[src/rtl/exp_align.sv]
// Exponent-alignment stage: picks the larger-exponent operand and right-shifts the
// smaller mantissa one bit per cycle, keeping guard/round/sticky, then hands off via valid/ready.
//
// state | meaning
// IDLE  | waiting for an operand set; in_ready_o high
// SHIFT | sticky right-shifting the small mantissa, one bit per cycle
// DONE  | aligned result presented; held until out_ready_i
module exp_align #(
  parameter int EXP_SIZE = 8,
  parameter int MAN_SIZE = 24
) (
  input  logic                  clk_i,
  input  logic                  rst_i,
  input  logic                  in_valid_i,
  output logic                  in_ready_o,
  input  logic [EXP_SIZE-1:0]   in_exp_a_i,
  input  logic [EXP_SIZE-1:0]   in_exp_b_i,
  input  logic [MAN_SIZE-1:0]   in_man_a_i,
  input  logic [MAN_SIZE-1:0]   in_man_b_i,
  input  logic [1:0]            in_code_i,
  output logic                  out_valid_o,
  input  logic                  out_ready_i,
  output logic [EXP_SIZE-1:0]   out_exp_o,
  output logic [MAN_SIZE-1:0]   out_man_big_o,
  output logic [MAN_SIZE+2:0]   out_man_small_o,
  output logic                  out_swap_o,
  output logic                  out_error_o
);

  localparam int W = MAN_SIZE + 3;

  typedef enum logic [1:0] {
    IDLE  = 2'd0,
    SHIFT = 2'd1,
    DONE  = 2'd2
  } state_t;

  state_t              state_q;
  logic [EXP_SIZE-1:0] cnt_q;
  logic [EXP_SIZE-1:0] exp_q;
  logic [MAN_SIZE-1:0] man_big_q;
  logic [W-1:0]        small_q;
  logic                swap_q;
  logic                error_q;
  logic                valid_q;

  logic                code_err_d;
  logic                swap_d;
  logic [EXP_SIZE-1:0] big_exp_d;
  logic [EXP_SIZE-1:0] small_exp_d;
  logic [MAN_SIZE-1:0] big_man_d;
  logic [MAN_SIZE-1:0] small_man_d;
  logic [EXP_SIZE-1:0] dist_d;
  logic [W-1:0]        small_init_d;
  logic [W-1:0]        small_short_d;
  logic                short_d;

  always_comb begin
    code_err_d = 1'b0;
    unique case (in_code_i)
      2'b00:   code_err_d = (in_exp_a_i != in_exp_b_i);
      2'b01:   code_err_d = !(in_exp_a_i < in_exp_b_i);
      2'b10:   code_err_d = !(in_exp_a_i > in_exp_b_i);
      default: code_err_d = 1'b1;
    endcase
    // On error A/B pass through unswapped, so swap is only taken on a consistent 01.
    swap_d        = (in_code_i == 2'b01) && !code_err_d;
    big_exp_d     = swap_d ? in_exp_b_i : in_exp_a_i;
    small_exp_d   = swap_d ? in_exp_a_i : in_exp_b_i;
    big_man_d     = swap_d ? in_man_b_i : in_man_a_i;
    small_man_d   = swap_d ? in_man_a_i : in_man_b_i;
    dist_d        = big_exp_d - small_exp_d;
    small_init_d  = {small_man_d, 3'b000};
    small_short_d = {{(W-1){1'b0}}, |small_man_d};
    short_d       = (int'(dist_d) >= MAN_SIZE + 2);
  end

  always_ff @(posedge clk_i) begin
    if (rst_i) begin
      state_q   <= IDLE;
      cnt_q     <= '0;
      exp_q     <= '0;
      man_big_q <= '0;
      small_q   <= '0;
      swap_q    <= 1'b0;
      error_q   <= 1'b0;
      valid_q   <= 1'b0;
    end else begin
      case (state_q)
        IDLE: begin
          if (in_valid_i) begin
            exp_q     <= big_exp_d;
            man_big_q <= big_man_d;
            swap_q    <= swap_d;
            error_q   <= code_err_d;
            if (code_err_d || dist_d == '0) begin
              small_q <= small_init_d;
              state_q <= DONE;
              valid_q <= 1'b1;
            end else if (short_d) begin
              small_q <= small_short_d;
              state_q <= DONE;
              valid_q <= 1'b1;
            end else begin
              small_q <= small_init_d;
              cnt_q   <= dist_d;
              state_q <= SHIFT;
            end
          end
        end
        SHIFT: begin
          small_q <= {1'b0, small_q[W-1:2], small_q[1] | small_q[0]};
          cnt_q   <= cnt_q - EXP_SIZE'(1);
          if (cnt_q == EXP_SIZE'(1)) begin
            state_q <= DONE;
            valid_q <= 1'b1;
          end
        end
        DONE: begin
          if (out_ready_i) begin
            state_q <= IDLE;
            valid_q <= 1'b0;
          end
        end
        default: begin
          state_q <= IDLE;
          valid_q <= 1'b0;
        end
      endcase
    end
  end

  assign in_ready_o      = (state_q == IDLE);
  assign out_valid_o     = valid_q;
  assign out_exp_o       = exp_q;
  assign out_man_big_o   = man_big_q;
  assign out_man_small_o = small_q;
  assign out_swap_o      = swap_q;
  assign out_error_o     = error_q;

endmodule

[config.mk]
export PLATFORM = sky130hd
export DESIGN_NAME = exp_align
export DESIGN_NICKNAME = d
export VERILOG_FILES = /design/src/rtl/exp_align.sv
export SDC_FILE = /design/constraint.sdc
export NUM_CORES = 1
export LEC_CHECK = 0
export CORE_MARGIN = 2
export CORE_UTILIZATION = 47
export CTS_CLUSTER_SIZE = 28
export DETAILED_ROUTE_END_ITERATION = 7
export GPL_ROUTABILITY_DRIVEN = 0
export GPL_TIMING_DRIVEN = 0
export PLACE_DENSITY = 0.81
export SLEW_MARGIN = 10
export SYNTH_ARGS = -nofsm -noshare
export SYNTH_HDL_FRONTEND = slang
export SYNTH_SLANG_ARGS = --single-unit
[constraint.sdc]
create_clock -name clk_i -period 6.3 [get_ports clk_i]
set_input_delay 1.26 -clock clk_i [delete_from_list [all_inputs] [get_ports clk_i]]
set_output_delay 1.26 -clock clk_i [all_outputs]
set_load 0.02 [all_outputs]
==> results of run 1 <==
-- sequential cells by signal (all words and copies together), names as in the netlist --
signal	count
out_man_small_o	27
out_man_big_o	24
cnt_q	8
out_exp_o	8
state_q	2
out_error_o	1
out_swap_o	1
out_valid_o	1
-- critical path, stage by stage --
cell	delay, ns
clkdlybuf4s50_1	0.56
inv_1	0.10
ha_1	0.28
clkbuf_1	0.30
o211ai_1	0.24
a21o_1	0.27
nand2_2	0.10
buf_6	0.14
clkbuf_2	0.24
clkbuf_4	0.29
nor2_1	0.06
a21oi_1	0.15
ha_1	0.22
o21ai_0	0.12
nand2_1	0.09
a22oi_1	0.06
mux2i_1	0.30
a311oi_2	0.15
xnor2_1	0.16
a31oi_2	0.23
nand3_2	0.22
or2_1	0.31
o311a_1	0.33
-- power by group through the flow --
stage	clock, uW	combinational (uW)	sequential [uW]
detailed placement	0	866	648
CTS	420	871	639
floorplan	0	401	740
global placement	0	846	644
finish	417	883	642
global route	436	948	655
-- cells in the mapped netlist, types with 3 or more instances --
cell / number / area share (%)
a211oi_1: 3 / 0.54
a21oi_1: 43 / 5.1
a311oi_1: 34 / 7.1
and3_1: 24 / 3.6
clkbuf_1: 34 / 3.0
dfxtp_1: 72 / 34
ha_1: 11 / 3.3
inv_1: 15 / 1.3
mux2i_1: 26 / 6.2
nand2_1: 88 / 7.9
nand2b_1: 3 / 0.45
nand3_1: 7 / 0.83
nand4_1: 4 / 0.60
nor2_1: 43 / 3.8
nor2b_1: 9 / 1.3
nor3_1: 7 / 0.83
nor4_1: 15 / 2.2
o211ai_1: 4 / 0.72
o21ai_0: 10 / 1.2
o22ai_1: 25 / 3.7
o31ai_1: 3 / 0.54
xnor2_1: 4 / 0.83
-- worst min-delay path by stage --
stage / cells after the start / end / slack (ns)
final: 2 / out_swap_o$_SDFFE_PP0P_ / 0.47
after CTS: 2 / out_swap_o$_SDFFE_PP0P_ / 0.47
after global routing: 2 / out_swap_o$_SDFFE_PP0P_ / 0.49
after global placement: 2 / out_swap_o$_SDFFE_PP0P_ / 0.45
after floorplan: 1 / cnt_q[0]$_SDFFE_PP0P_ / 0.44
after detailed placement: 2 / out_swap_o$_SDFFE_PP0P_ / 0.46
-- per-stage QoR --
step | util, % | hold WS (ns) | total power (uW) | area, um2 | setup WS [ns]
2_1_floorplan | - | 0.441 | 1140 | 4200 | 1.08
3_3_place_gp | 65.1 | 0.453 | 1490 | 5650 | -0.268
3_5_place_dp | 65.1 | 0.459 | 1510 | 5650 | -0.400
4_1_cts | 67.7 | 0.473 | 1930 | 5870 | 0.213
5_1_grt | 67.8 | 0.491 | 2040 | 5880 | 0.0166
6_report | 67.8 | 0.467 | 1940 | 5880 | 0.332
-- layout make-up --
class,instances,area [um2],share of cell area [%]
tap,108,135,2.30
buffer,40,173,2.94
clock inverter,6,92.6,1.57
multi-input combinational,405,2530,43.0
clock buffer,10,128,2.17
inverter,16,60.1,1.02
sequential,72,1440,24.5
timing repair buffer,132,1320,22.5
-- cell usage in the layout (no fill, tap or decap), drive strengths merged, types with 2 or more instances in the layout --
| master | count |
|---|---|
| inv | 16 |
| nand3 | 8 |
| nand2b | 3 |
| a311oi | 35 |
| o211ai | 4 |
| o31a | 2 |
| xnor2 | 4 |
| a21o | 2 |
| a31oi | 3 |
| or2 | 2 |
| dfxtp | 72 |
| clkinv | 2 |
| clkbuf | 45 |
| mux2i | 27 |
| a211oi | 5 |
| nand4 | 4 |
| clkdlybuf4s50 | 132 |
| nor2 | 44 |
| o22ai | 25 |
| buf | 5 |
| o31ai | 3 |
| nand2 | 89 |
| clkinvlp | 2 |
| nor3 | 7 |
| and4 | 2 |
| o21a | 2 |
| o311a | 2 |
| and3 | 24 |
| ha | 11 |
| nor4 | 15 |
| o21ai | 12 |
| and2 | 2 |
| bufinv | 2 |
| xor2 | 2 |
| a21oi | 44 |
| nor2b | 9 |
-- kinds of logic after synthesis --
family                   after synthesis
AO/OA/AOI/OAI                        148
adder cells (fa/ha/maj)               11
flip-flops                            72
buffers and inverters                 56
multiplexers                          27
XOR/XNOR                               6
AND/OR/NAND/NOR                      213
-- metal layers --
layer  global-route usage (%)  vias to the layer above
li1                         -                     2248
met1                     39.3                     2287
met2                     46.7                      250
met3                     5.82                       34
met4                     12.0                        0
met5                        0                        -
==> results.yml, run 1 <==
run_status:
  status: "complete, no violations"
critical_path:
  crit_path_end: "cnt_q[3]$_SDFFE_PP0P_"
  timing.rr.start: "state_q[0]$_SDFFE_PP0P_"
  criticalPathCategory: "in -> reg"
  endpoint_kind: "flip-flop"
  rr_worst_depth: 7
  rrSetupSlack_ns: 3.82
  crit_path_start: "in_exp_b_i[3]"
  cp.arrival_ns: 6.22
  required_ns: 6.55
  r2r-end: "out_man_small_o[26]$_SDFFE_PP0P_"
  critPathMaxFanout: 10
  startpoint_type: "primary input"
clock_tree:
  clk_latency_ns: 0.36
  ctsResizeCount: 1
  ctsLongestPathBuffers: 2
  cts_root_buffer: "clkbuf_8"
  post-cts-setup-buffers: 0
  cts_tree: "yes"
  htreeDepth: 3
  cts_hold_repair.buffers: 0
  cts.sinks: 72
  cts_made_buffers: 9
  path_clk_slew_ns: 0.08
place:
  dp_hpwl_um: 10900
  io_buffers: 132
  dp.cells: 773
sta:
  fin_crit_sh_pct: 94.7
  skew_ns: 0.0117
  slew_headroom_pct: 52.7
  setup_tns_ns: 0
  slew_violations: 0
  finalSetupViolCount: 0
  worst_pin_slew_ns: 0.709
  period_minus_slack_ns: 5.97
  fmax_ghz: 0.168
  hold_viol: 0
  grt_setup_unrepaired: "false"
die:
  die_height_um: 98.5
  num_io_pins: 133
  design.core.area_um2: 8680
  die-area_um2: 9700
  num_rows: 34
  initial_utilization_pct: 48.3
  fp.dieW_um: 98.5
pwr:
  power_density_nw_per_um2: 330
  pwr-share-seq_pct: 33.1
  p_switching_uw: 782
  intPower_uw: 1160
  power_frac_comb_pct: 45.4
  pwr-share-clk_pct: 21.5
  p_sw_share_pct: 40.3
  p_leak_uw: 0.00236
  ir_worst_vdd_v: 0.000173
global_route:
  grt_max_degree: 14
  gr-total-overflow: 0
  grt_pass1_wl_um: 23200
  antenna_found_initial: 0
  track_usage_pct: 29.4
  grt_pass1_vias: 4687
cells_and_area:
  area_growth_syn_to_layout_pct: 40.2
  stdcell_count: 789
  drive_above_1_share_pct: 5.43
  fill_cells: 762
  nets: 757
  antenna_cells: 0
synth:
  avgSynthCellArea_um2: 7.87
  netlist_area_um2: 4200
  synthSimpleGateAreaFrac_pct: 24.2
  synth_fa_ha_area_share_pct: 3.28
  synth_top_family_by_area: "compound AO/OA/AOI/OAI gates"
  synth_xor_area_share_pct: 1.25
  synthCells: 533
  synth_mux_area_share_pct: 6.53
  ys_warn_count: 0
  synth_edf_count: 0
  ys_async_sr_fraction_pct: 0
  ys_types: 59
  syn-num-nets: 614
  synth-compound-area-share_pct: 24.9
  yosysSeqAreaShare_pct: 34.4
  synth_top_flop_cell: "dfxtp_1"
  yosys_register_bits: 72
hold_path:
  hp-start: "out_swap_o$_SDFFE_PP0P_"
  hp-class: "reg -> reg"
drt:
  first_pass_iters: 5
  met1Wirelength_um: 6140
  routed_via_density: 6.11
  drt-initial-drc-count: 371
  top_layer: "met4"
  wl_met2_um: 6660
  ant_nets: 0
  dr_wl_met3_um: 1290
  avgRoutedWirePerCell_um: 18.3
  totalWireLength_um: 14500
  drc: 0
  num_vias: 4819
job:
  cap_violations: 0
No activity file was read; power rests on OpenSTA's default activity.
==> inputs of run 2 (changes only) <==
--- a/config.mk
+++ b/config.mk
@@ -12,7 +12,7 @@
 export GPL_ROUTABILITY_DRIVEN = 0
 export GPL_TIMING_DRIVEN = 0
 export PLACE_DENSITY = 0.81
-export SLEW_MARGIN = 10
 export SYNTH_ARGS = -nofsm -noshare
 export SYNTH_HDL_FRONTEND = slang
 export SYNTH_SLANG_ARGS = --single-unit
+export TNS_END_PERCENT = 5
==> results of run 2 <==
Same layout as run 1: the final DEF is identical, and so are final timing and power.
==> inputs of run 3 (changes only) <==
--- a/config.mk
+++ b/config.mk
@@ -5,7 +5,7 @@
 export SDC_FILE = /design/constraint.sdc
 export NUM_CORES = 1
 export LEC_CHECK = 0
-export CORE_MARGIN = 2
+export CORE_MARGIN = 4
 export CORE_UTILIZATION = 47
 export CTS_CLUSTER_SIZE = 28
 export DETAILED_ROUTE_END_ITERATION = 7
==> run 3 against run 2 <==
  * Clock-buffer cell count did not move
  * Non-clock buffer count did not move
  * Sequential share of layout area barely moved
  * Critical path depth did not move
  * Power barely moved
  * Largest power group unchanged
  * Via count fell by 1.4%
  * Die area rose by 8.3%
  * Core utilization fell by 0.29 points
  * Sequential power barely moved
==> results.yml, run 3 (synthesized netlist as in run 1, its figures left out) <==
sta:
  slew_headroom_pct: 48.9
  worst_pin_slew_ns: 0.766
  hold_viol: 0
  finalSetupViolCount: 0
  fmax_ghz: 0.168
  holdWs_ns: 0.476
  fin_crit_sh_pct: 94.4
  slew_violations: 0
  period_minus_slack_ns: 5.95
  skew_ns: 0.00933
  setup_slack_ns: 0.353
  grt_setup_unrepaired: "false"
cells_and_area:
  antenna_cells: 0
  mostFrequentLayoutCells: "132 x clkdlybuf4s50_1, 88 x nand2_1, 72 x dfxtp_1, 43 x a21oi_1, 43 x nor2_1"
  nets: 757
  final_common_cell: "clkdlybuf4s50_1"
  largest_reg_flops: 27
  area_growth_syn_to_layout_pct: 40.3
  final_area_um2: 5880
  postLayoutCoreUtil_pct: 67.5
  drive_above_1_share_pct: 5.43
critical_path:
  r2r-end: "out_man_small_o[26]$_SDFFE_PP0P_"
  endpoint_kind: "flip-flop"
  cp.arrival_ns: 6.19
  critPathMaxFanout: 10
  required_ns: 6.54
  rr_worst_depth: 7
  timing.rr.start: "state_q[0]$_SDFFE_PP0P_"
  rrSetupSlack_ns: 3.81
  criticalPathCategory: "in -> reg"
  startpoint_type: "primary input"
clock_tree:
  htreeDepth: 3
  cts_tree: "yes"
  cts.sinks: 72
  cts_hold_repair.buffers: 0
  clk_latency_ns: 0.35
  cts_root_buffer: "clkbuf_8"
  cts_made_buffers: 9
  path_clk_slew_ns: 0.08
  ctsLongestPathBuffers: 2
global_route:
  gr-total-overflow: 0
  track_usage_pct: 27.5
  grt_pass1_vias: 4614
  grt_pass1_wl_um: 22900
  grt_max_degree: 14
  antenna_found_initial: 0
drt:
  ant_nets: 0
  routed_via_density: 6.02
  first_pass_iters: 5
  drt-initial-drc-count: 341
  num_vias: 4751
  totalWireLength_um: 14400
  avgRoutedWirePerCell_um: 18.3
  drc: 0
die:
  initial_utilization_pct: 48.1
  fp.dieW_um: 102
  die-area_um2: 10500
  num_rows: 34
  die_height_um: 102
  num_io_pins: 133
  design.core.area_um2: 8720
pwr:
  p_leak_uw: 0.00237
  power_density_nw_per_um2: 330
  ir_worst_vdd_v: 0.000209
place:
  io_buffers: 132
  place_area_um2: 5650
  post-place-ws_ns: -0.295
  dp_hpwl_um: 11200
job:
  cap_violations: 0
hold_path:
  hp-class: "reg -> reg"
  hold_path_depth: 2
  hp-start: "out_swap_o$_SDFFE_PP0P_"
  hold_end: "out_swap_o$_SDFFE_PP0P_"
run_status:
  status: "complete, no violations"
==> run 3: changes by cell type in the layout (fill, tap and decap cells not counted), sizes merged <==
cell      delta
clkinvlp     -1
clkinv       +1
==> run 3: how the worst max path moves through the flow <==
| stage | slack, ns | cells past startpoint | start | endpoint |
|---|---|---|---|---|
| after detailed placement | -0.30 | 22 | in_exp_b_i[3] | cnt_q[3]$_SDFFE_PP0P_ |
| after floorplan | 1.08 | 22 | in_exp_b_i[3] | cnt_q[3]$_SDFFE_PP0P_ |
| after global placement | -0.26 | 22 | in_exp_b_i[3] | cnt_q[3]$_SDFFE_PP0P_ |
| after CTS | 0.05 | 22 | in_exp_b_i[3] | cnt_q[3]$_SDFFE_PP0P_ |
| after global routing | 0.04 | 23 | in_exp_b_i[3] | cnt_q[3]$_SDFFE_PP0P_ |
| final | 0.35 | 23 | in_exp_b_i[3] | cnt_q[3]$_SDFFE_PP0P_ |
==> run 3: power breakdown <==
group          total (uW)  internal [uW]  switching (uW)  leakage [uW]
logic                 876            370             506       0.00166
clock network         425            235             189      0.000113
registers             642            564            77.2      0.000592
total                1940           1170             772       0.00237
==> run 3: what timing repair did <==
action | in CTS | in global routing
endpoints found under the hold margin | 0 | 0
gates resized for setup | 0 | 5
setup endpoints to repair | 0 | 32
setup buffers | 0 | 0
==> run 3: layout make-up <==
| type | instances | area [um2] |
|---|---|---|
| Multi-Input combinational cell | 405 | 2530 |
| Timing Repair Buffer | 132 | 1320 |
| Clock inverter | 6 | 90.1 |
| Buffer | 40 | 173 |
| Tap cell | 108 | 135 |
| Fill cell | 714 | 2840 |
| Inverter | 16 | 60.1 |
| Clock buffer | 10 | 138 |
| Sequential cell | 72 | 1440 |
==> run 3: through the flow <==
step	std cells	TNS, ns	power [uW]
finish	789	0	1940
global route	789	0	2050
CTS	789	0	1930
detailed placement	773	-4.44	1510
global placement	773	-4.03	1490
floorplan	533	0	1140
==> run 3: worst max-delay path, cell delays in order <==
cell and delay (ns):
clkdlybuf4s50_1 0.55, inv_1 0.10, ha_1 0.27, clkbuf_1 0.18, a21oi_1 0.37, a21o_1 0.27, nand2_2 0.09, buf_6 0.16
clkbuf_2 0.18, clkbuf_4 0.25, nor2_1 0.12, a21oi_1 0.08, ha_1 0.22, o21ai_0 0.18, nand2_1 0.07, a22oi_1 0.14
mux2i_1 0.16, a311oi_2 0.31, xnor2_1 0.12, a31oi_2 0.21, nand3_2 0.23, or2_1 0.32, o311a_1 0.33
==> run 3: per-layer routing <==
layer | vias to the layer above | track usage (%) | part of all wire [%]
li1 | 2244 | - | -
met1 | 2217 | 37.8 | 42
met2 | 252 | 42.5 | 46
met3 | 38 | 4.91 | 8.9
met4 | 0 | 11.5 | 2.9
met5 | - | 0 | 0
